<file path="src/rtl/fir_mac_sequencer.sv">
// Time-shared FIR filter: one multiplier and one accumulator step through N taps
// per accepted sample, with a double-buffered (shadow/active) coefficient bank.
module fir_mac_sequencer #(
  parameter int unsigned N     = 32,
  parameter int unsigned WIDTH = 14,
  parameter int unsigned CW    = 16
) (
  input  logic                      clk,
  input  logic                      n_rst,
  input  logic                      i_din_valid,
  input  logic signed [WIDTH-1:0]   i_din,
  input  logic                      i_coef_we,
  input  logic [$clog2(N)-1:0]      i_coef_addr,
  input  logic signed [CW-1:0]      i_coef_wdata,
  input  logic                      i_coef_swap,
  input  logic                      i_overrun_clr,
  output logic                      o_dout_valid,
  output logic signed [WIDTH+15:0]  o_dout,
  output logic                      o_busy,
  output logic                      o_overrun
);

  localparam int unsigned AW    = $clog2(N);
  localparam int unsigned PW    = WIDTH + CW;
  localparam int unsigned ACC_W = WIDTH + CW + AW;
  localparam int unsigned OW    = WIDTH + 16;

  typedef enum logic [1:0] {
    S_IDLE  = 2'd0,
    S_RUN   = 2'd1,
    S_DRAIN = 2'd2,
    S_OUT   = 2'd3
  } state_t;

  state_t                   r_state;
  logic [AW-1:0]            r_tap;
  logic                     r_drain;
  logic [AW-1:0]            r_wp;
  logic                     r_swap_pend;
  logic signed [WIDTH-1:0]  r_hist   [N];
  logic signed [CW-1:0]     r_shadow [N];
  logic signed [CW-1:0]     r_active [N];
  logic signed [WIDTH-1:0]  r_x;
  logic signed [CW-1:0]     r_c;
  logic                     r_rd_vld;
  logic signed [PW-1:0]     r_prod;
  logic                     r_p_vld;
  logic signed [ACC_W-1:0]  r_acc;
  logic                     r_dout_valid;
  logic signed [OW-1:0]     r_dout;
  logic                     r_busy;
  logic                     r_overrun;

  logic                     w_idle;
  logic                     w_accept;
  logic                     w_swap_go;
  logic                     w_ovr_set;
  logic [AW-1:0]            w_rd_idx;
  logic signed [PW-1:0]     w_prod;
  logic [ACC_W-OW:0]        w_acc_hi;
  logic signed [OW-1:0]     w_sat;

  // Control decodes shared by the sequential blocks
  assign w_idle    = (r_state == S_IDLE);
  assign w_accept  = w_idle & i_din_valid;
  assign w_swap_go = w_idle & (r_swap_pend | i_coef_swap);
  assign w_ovr_set = i_din_valid & ~w_idle;
  // Tap k reads the sample written k accepts ago; r_wp already points past the newest
  assign w_rd_idx  = r_wp - AW'(1) - r_tap;
  assign w_prod    = r_x * r_c;

  // Clamp the accumulator into the output range: in range when all bits above the
  // output sign bit agree with it
  assign w_acc_hi  = r_acc[ACC_W-1:OW-1];
  always_comb begin
    w_sat = r_acc[OW-1:0];
    if (!((w_acc_hi == '0) || (w_acc_hi == '1))) begin
      w_sat = r_acc[ACC_W-1] ? {1'b1, {(OW-1){1'b0}}} : {1'b0, {(OW-1){1'b1}}};
    end
  end

  // Sequencer: IDLE -> RUN (N taps) -> DRAIN (2) -> OUT (1) -> IDLE, registered outputs
  always_ff @(posedge clk or negedge n_rst) begin
    if (!n_rst) begin
      r_state      <= S_IDLE;
      r_tap        <= '0;
      r_drain      <= 1'b0;
      r_busy       <= 1'b0;
      r_dout       <= '0;
      r_dout_valid <= 1'b0;
    end else begin
      r_dout_valid <= 1'b0;
      case (r_state)
        S_IDLE: begin
          if (i_din_valid) begin
            r_state <= S_RUN;
            r_tap   <= '0;
            r_busy  <= 1'b1;
          end
        end
        S_RUN: begin
          if (r_tap == AW'(N - 1)) begin
            r_state <= S_DRAIN;
            r_drain <= 1'b0;
          end else begin
            r_tap <= r_tap + AW'(1);
          end
        end
        S_DRAIN: begin
          if (r_drain) begin
            r_state <= S_OUT;
          end else begin
            r_drain <= 1'b1;
          end
        end
        S_OUT: begin
          r_state      <= S_IDLE;
          r_busy       <= 1'b0;
          r_dout       <= w_sat;
          r_dout_valid <= 1'b1;
        end
        default: begin
          r_state <= S_IDLE;
          r_busy  <= 1'b0;
        end
      endcase
    end
  end

  // Sample history ring: written only on an accepted sample
  always_ff @(posedge clk or negedge n_rst) begin
    if (!n_rst) begin
      r_wp <= '0;
      for (int i = 0; i < N; i++) begin
        r_hist[i] <= '0;
      end
    end else if (w_accept) begin
      r_hist[r_wp] <= i_din;
      r_wp         <= r_wp + AW'(1);
    end
  end

  // Coefficient banks: shadow writable any time, copied to active only while idle
  always_ff @(posedge clk or negedge n_rst) begin
    if (!n_rst) begin
      r_swap_pend <= 1'b0;
      for (int i = 0; i < N; i++) begin
        r_shadow[i] <= '0;
        r_active[i] <= '0;
      end
    end else begin
      if (w_swap_go) begin
        r_swap_pend <= 1'b0;
        for (int i = 0; i < N; i++) begin
          r_active[i] <= r_shadow[i];
        end
      end else if (i_coef_swap) begin
        r_swap_pend <= 1'b1;
      end
      // Non-blocking update, so a same-edge copy still sees the old shadow word
      if (i_coef_we) begin
        r_shadow[i_coef_addr] <= i_coef_wdata;
      end
    end
  end

  // MAC pipeline: operand read, full-precision multiply, sign-extended accumulate
  always_ff @(posedge clk or negedge n_rst) begin
    if (!n_rst) begin
      r_x      <= '0;
      r_c      <= '0;
      r_rd_vld <= 1'b0;
      r_prod   <= '0;
      r_p_vld  <= 1'b0;
      r_acc    <= '0;
    end else begin
      r_rd_vld <= (r_state == S_RUN);
      if (r_state == S_RUN) begin
        r_x <= r_hist[w_rd_idx];
        r_c <= r_active[r_tap];
      end
      r_p_vld <= r_rd_vld;
      r_prod  <= w_prod;
      if (w_accept) begin
        r_acc <= '0;
      end else if (r_p_vld) begin
        r_acc <= r_acc + ACC_W'(r_prod);
      end
    end
  end

  // Sticky overrun: a sample arriving while busy is dropped; set wins over clear
  always_ff @(posedge clk or negedge n_rst) begin
    if (!n_rst) begin
      r_overrun <= 1'b0;
    end else if (w_ovr_set) begin
      r_overrun <= 1'b1;
    end else if (i_overrun_clr) begin
      r_overrun <= 1'b0;
    end
  end

  assign o_dout_valid = r_dout_valid;
  assign o_dout       = r_dout;
  assign o_busy       = r_busy;
  assign o_overrun    = r_overrun;

endmodule

</file>
<file path="config.mk">
export PLATFORM = sky130hd
export DESIGN_NAME = fir_mac_sequencer
export DESIGN_NICKNAME = d
export VERILOG_FILES = /design/src/rtl/fir_mac_sequencer.sv
export SDC_FILE = /design/constraint.sdc
export NUM_CORES = 2
export LEC_CHECK = 0
export CORE_MARGIN = 8
export CORE_UTILIZATION = 40
export DETAILED_ROUTE_END_ITERATION = 7
export GPL_ROUTABILITY_DRIVEN = 0
export HOLD_SLACK_MARGIN = 0.08
export SLEW_MARGIN = 20
export SYNTH_ARGS = -nofsm -noshare
export SYNTH_HDL_FRONTEND = slang
export SYNTH_SLANG_ARGS = --single-unit
</file>
<file path="constraint.sdc">
create_clock -name clk -period 18.8 [get_ports clk]
set_input_delay 2.82 -clock clk [delete_from_list [all_inputs] [get_ports clk]]
set_output_delay 2.82 -clock clk [all_outputs]
set_load 0.05 [all_outputs]
</file>
Yosys cells after proc, flatten, opt, wreduce, memory -nomap -nowiden --
Cells that the tools add are included. Widths: inputs -> output; s select.
Storage, ports and cells: register bits 1616, logic and storage cells 188, output and inout port bits 33, input port bits 41
Cells by class: order comparisons 6, bitwise operators 9, mux-type cells 32, reduce and logical (&&, ||, !) cells 15, multipliers 1, $add $sub $neg 5, equal/unequal tests 9
Operators by type and width (count):
- $bwmux 512 | 1
- $bwmux 448 | 1
- $bmux 16 s5 | 1
- $demux 16 s5 | 1
- $bmux 14 s5 | 1
- $demux 14 s5 | 1
- $mux 35 | 2
- $mux 30 | 2
- $mux 16 | 3
- $mux 14 | 3
- $add 35x30->35 | 1
- $mul 14x16->30 | 1
- $ge 6x6->1 const B | 4
- $not 5->6 | 4
- $lt 6x1->1 const B | 2
- $reduce_bool 2->1 | 6
- $add 5x1->5 const B | 2
- $mux 5 | 2
- $pmux 5 s2 | 1
- $ne 2x2->1 const B | 4
- $pmux 2 s4 | 1
- $mux 1 | 7
- $eq 6x6->1 const B | 1
- $logic_not 6->1 | 1
- 15 further kinds | 24

Depth between registers and ports, before layout --
depth in word-level cells 6, depth in mapped cells 25, depth with buffers taken out 24

Worst setup path before layout --
No wires, ideal clock.
kind register -> register, start point register r_x[5], end point register r_prod[29], period minus slack after synthesis 6.007 ns, cell stages (with the launch flop) 24, path buffers 2, setup time 0.080 ns, slack 12.793 ns, arrival 5.928 ns, data required time 18.720 ns, path through dfrtp_1 clkbuf_1 clkbuf_1 nand2_1 fa_1 fa_1 inv_1 fa_1 fa_1 fa_1 inv_1 fa_1 inv_1 ha_1 inv_1 o21bai_1 a21o_1 a2111oi_1 a211o_1 a31o_2 nand3_1 a31o_1 a21oi_2 xnor2_1
Between the ends: longest elaborated chain between the ends 1
RTL lines:
- from (decl) | line 43 | logic signed [WIDTH-1:0] r_x;
- from (signal assigned) | line 179 | r_x <= r_hist[w_rd_idx];
- $mul 14x16->30 | line 70 | assign w_prod = r_x * r_c;
- named net w_prod[29] | line 59 | logic signed [PW-1:0] w_prod;
- to (signal assigned) | line 183 | r_prod <= w_prod;
- to (decl) | line 46 | logic signed [PW-1:0] r_prod;
The timed path passes the listed nets, and every way through them passes these cells. A chain may end at the register's enable or synchronous reset.

Worst setup path in the final report --
start point register r_c[7], end point register r_prod[28]
Between the ends: longest elaborated chain between the ends 1
RTL lines:
- from (decl) | line 44 | logic signed [CW-1:0] r_c;
- from (signal assigned) | line 180 | r_c <= r_active[r_tap];
- $mul 14x16->30 | line 70
- named net w_prod[28] | line 59
The timed path passes the listed nets, and every way through them passes these cells.

==> impl_metrics.ini <==
[run_status]
status = complete, no violations

[global_route]
track_usage = 0.1677
antenna_found_initial = 15
largest_net_degree_at_the_start_of_global_routing = 169
global_route_wire_length_before_repair_um = 275800
grt_pass1_vias = 45580
grt-ovfl-total = 0

[worst_setup_path]
cp_data_arrival_time_ns = 7.13
cpLargestDelayFamily = adder cells
regToRegSetupSlack_ns = 12.37
critical_path.max_stage_delay_ns = 0.59
worstSetupPathType = reg2reg
crit_path_start_kind = flop
cp_max_stage_cell = sky130_fd_sc_hd__dfrtp_1
crit_chain = and2_1 > fa_1 > inv_1 > fa_1 > inv_1 > fa_1 > inv_1 > fa_1 > inv_1 > fa_1 > inv_1 > fa_1 > inv_1 > ha_1 > or3_1 > a21oi_1 > o21ai_0 > a21oi_1 > a21o_1 > a211o_1 > nand2_1 > a31oi_1 > o21ai_1 > xor2_1
worst_ep_required_time_ns = 19.50
path_max_fanout = 15
worst-path-buf-inv = 6
endpoint_kind = flop

[detailed_routing]
antenna_left = 0
drt_iter0_drc = 2376
top_signal_layer_used = met5
routed_via_density = 5.316
detailedRoute.firstPassIterationCount = 5
routed-wl-met3_um = 6246
dr_wl_met2_um = 83370
met1_wirelength_um = 80760
routed_wirelength_um = 174800
wire_per_inst_um = 21.91
drt_drc_violations_left = 0
routed-via-count = 42410

[logic_synthesis]
synth_top_area_frac = 0.5209
synth.distinct_cells = 71
yosysTopAreaCell = sky130_fd_sc_hd__dfrtp_1
synth_enable_flop_cells = 0
mappedNetlistNets = 5701
post-synth-top-count-cell = sky130_fd_sc_hd__dfrtp_1
post_synth_most_frequent_cells = sky130_fd_sc_hd__dfrtp_1 (1,616), sky130_fd_sc_hd__mux2_2 (1,474), sky130_fd_sc_hd__clkbuf_1 (317)
number_of_synthesized_register_bits = 1616
yosys_warnings = 0
synth.cell_area_um2 = 77640
synth-main-ff-cell = sky130_fd_sc_hd__dfrtp_1
postSynthAreaPerCell_um2 = 14.59
async_reset_ff_frac = 1.000
ys_seq_area_frac = 0.5209
synth_area_leaders = sky130_fd_sc_hd__dfrtp_1 (52%), sky130_fd_sc_hd__mux2_2 (21%), sky130_fd_sc_hd__mux4_2 (8.5%), sky130_fd_sc_hd__fa_1 (5.7%), sky130_fd_sc_hd__ha_1 (1.9%)
post_synth_inst_count = 5320

[floorplan]
number_of_primary_i_o_pins = 74
die_x_um = 456.6
start_util = 0.4027
floorplan.rows = 161
floorplan.die_area_um2 = 208500
chipHeight_um = 456.6
core_um2 = 192800

[layout]
multiInputGateArea_um2 = 35020
filler_cell_count = 16910
layout.area.seq_um2 = 40450
nNetsFinal = 5684
layout-area-overhead-vs-synth_pct = 12.12
drive_gt1_frac = 0.4091

[place]
dpl.hpwl_um = 105900
buffer_ports.inserted = 73
placement.setup.worst_slack_ns = 11.76

[flow_run]
max_cap_violations = 0

[timing]
rsz0062_at_grt = no
setup_violations = 0
worstMarginPinSlew_ns = 1.155
max_freq_ghz = 0.1554
final_max_slew_viol_count = 0
finalCritPeriodShare = 0.3423
max_slew_margin_vs_limit = 0.2280
setup_ws_ns = 12.37
finalClockSkew_ns = 0.04569
final.setup.tns_ns = 0
final-hold-violation-count = 0
finalWorstPathRequiredPeriod_ns = 6.435

[clock_network]
clock_tree.htree_level_count = 4
clkSinkCount = 1616
post_cts.resized_instances = 0
cts_made_buffers = 175
cts.clk_slew.worst_paths_ns = 0.06
cts_setup_buffers = 0
clk_lat_worst_skew_ns = 0.81
cts_max_path_buffers = 3
cts_tree = yes
cts_hold_buf = 0
cts_root_buf = sky130_fd_sc_hd__clkbuf_16

[worst_hold_path]
hp-class = reg2reg
area by class of cell:
cell class	instances	area share
Sequential cell	1616	0.4647
Multi-Input combinational cell	3076	0.4023
Clock buffer	263	0.05931
Tap cell	2526	0.03631
Timing Repair Buffer	168	0.01652
Inverter	266	0.01147
Clock inverter	59	0.009257
Antenna cell	4	0.0001150
worst paths after layout:
path,start,to,depth (start not counted)
max,r_c[7]$_DFFE_PN0P_,r_prod[28]$_DFF_PN0_,24
min,r_shadow[355]$_DFFE_PN0P_,r_active[355]$_DFFE_PN0P_,1
max reg2reg,r_c[7]$_DFFE_PN0P_,r_prod[28]$_DFF_PN0_,24
min reg2reg,r_shadow[355]$_DFFE_PN0P_,r_active[355]$_DFFE_PN0P_,1
max in group asynchronous,n_rst,r_hist[283]$_DFFE_PN0P_,5
min in group asynchronous,n_rst,r_active[216]$_DFFE_PN0P_,1
per-layer routing:
layer / GRT usage / vias to the layer above
li1: - / 18770
met1: 0.2316 / 22750
met2: 0.2750 / 619
met3: 0.02860 / 268
met4: 0.04591 / 4
met5: 0 / -
cells by family after synthesis:
family | count (synthesis) | share of synthesized area
muxes | 1830 | 0.3071
DFF | 1616 | 0.5209
buffers and inverters | 628 | 0.03094
and+or+nand+nor | 544 | 0.03363
adders and majority gates | 340 | 0.07616
AOI/OAI and AO/OA | 293 | 0.02346
xor gates and xnor gates | 69 | 0.007881
state kept, by name (all words and copies together) (netlist names):
signal and count:
r_acc 35, r_state 2, r_c 16, o_busy 1, r_tap 5, r_rd_vld 1, r_prod 30, o_overrun 1
r_drain 1, o_dout 30, r_swap_pend 1, r_active 512, o_dout_valid 1, r_p_vld 1, r_hist 448, r_shadow 512
r_x 14, r_wp 5
placed cells by master (no fill, tap or decap), types with 116 or more instances in the layout:
| master | synthesis | routed |
|---|---|---|
| sky130_fd_sc_hd__ha_1 | 119 | 116 |
| sky130_fd_sc_hd__mux4_2 | 294 | 294 |
| sky130_fd_sc_hd__clkbuf_16 | 0 | 177 |
| sky130_fd_sc_hd__nand2_1 | 159 | 153 |
| sky130_fd_sc_hd__inv_1 | 265 | 265 |
| sky130_fd_sc_hd__and2_1 | 120 | 119 |
| sky130_fd_sc_hd__nor2_1 | 154 | 126 |
| sky130_fd_sc_hd__dfrtp_1 | 1616 | 1612 |
| sky130_fd_sc_hd__fa_1 | 221 | 220 |
| sky130_fd_sc_hd__a21oi_1 | 150 | 149 |
| sky130_fd_sc_hd__mux2_2 | 1474 | 1474 |
stage by stage:
| step | utilization | hold WS [ns] | cells | instance area (um^2) |
|---|---|---|---|---|
| floorplan | - | 0.3312 | 5320 | 77640 |
| global placement | 0.4206 | 0.4622 | 7652 | 81080 |
| detailed placement | 0.4207 | 0.4653 | 7652 | 81100 |
| CTS | 0.4517 | 0.4764 | 7974 | 87070 |
| global route | 0.4515 | 0.4776 | 7977 | 87040 |
| finish | 0.4515 | 0.4777 | 7978 | 87050 |
worst register-to-register path, cell delays in order (launching register included):
cell,delay (ns)
sky130_fd_sc_hd__dfrtp_1,0.59
sky130_fd_sc_hd__and2_1,0.27
sky130_fd_sc_hd__fa_1,0.53
sky130_fd_sc_hd__inv_1,0.05
sky130_fd_sc_hd__fa_1,0.47
sky130_fd_sc_hd__inv_1,0.05
sky130_fd_sc_hd__fa_1,0.50
sky130_fd_sc_hd__inv_1,0.05
sky130_fd_sc_hd__fa_1,0.53
sky130_fd_sc_hd__inv_1,0.05
sky130_fd_sc_hd__fa_1,0.49
sky130_fd_sc_hd__inv_1,0.05
sky130_fd_sc_hd__fa_1,0.47
sky130_fd_sc_hd__inv_1,0.04
sky130_fd_sc_hd__ha_1,0.19
sky130_fd_sc_hd__or3_1,0.43
sky130_fd_sc_hd__a21oi_1,0.13
sky130_fd_sc_hd__o21ai_0,0.09
sky130_fd_sc_hd__a21oi_1,0.32
sky130_fd_sc_hd__a21o_1,0.23
sky130_fd_sc_hd__a211o_1,0.17
sky130_fd_sc_hd__nand2_1,0.09
sky130_fd_sc_hd__a31oi_1,0.28
sky130_fd_sc_hd__o21ai_1,0.13
sky130_fd_sc_hd__xor2_1,0.15
Power is not shown: default switching activity piles up to over one toggle a cycle in this logic, so the estimate is an artifact.
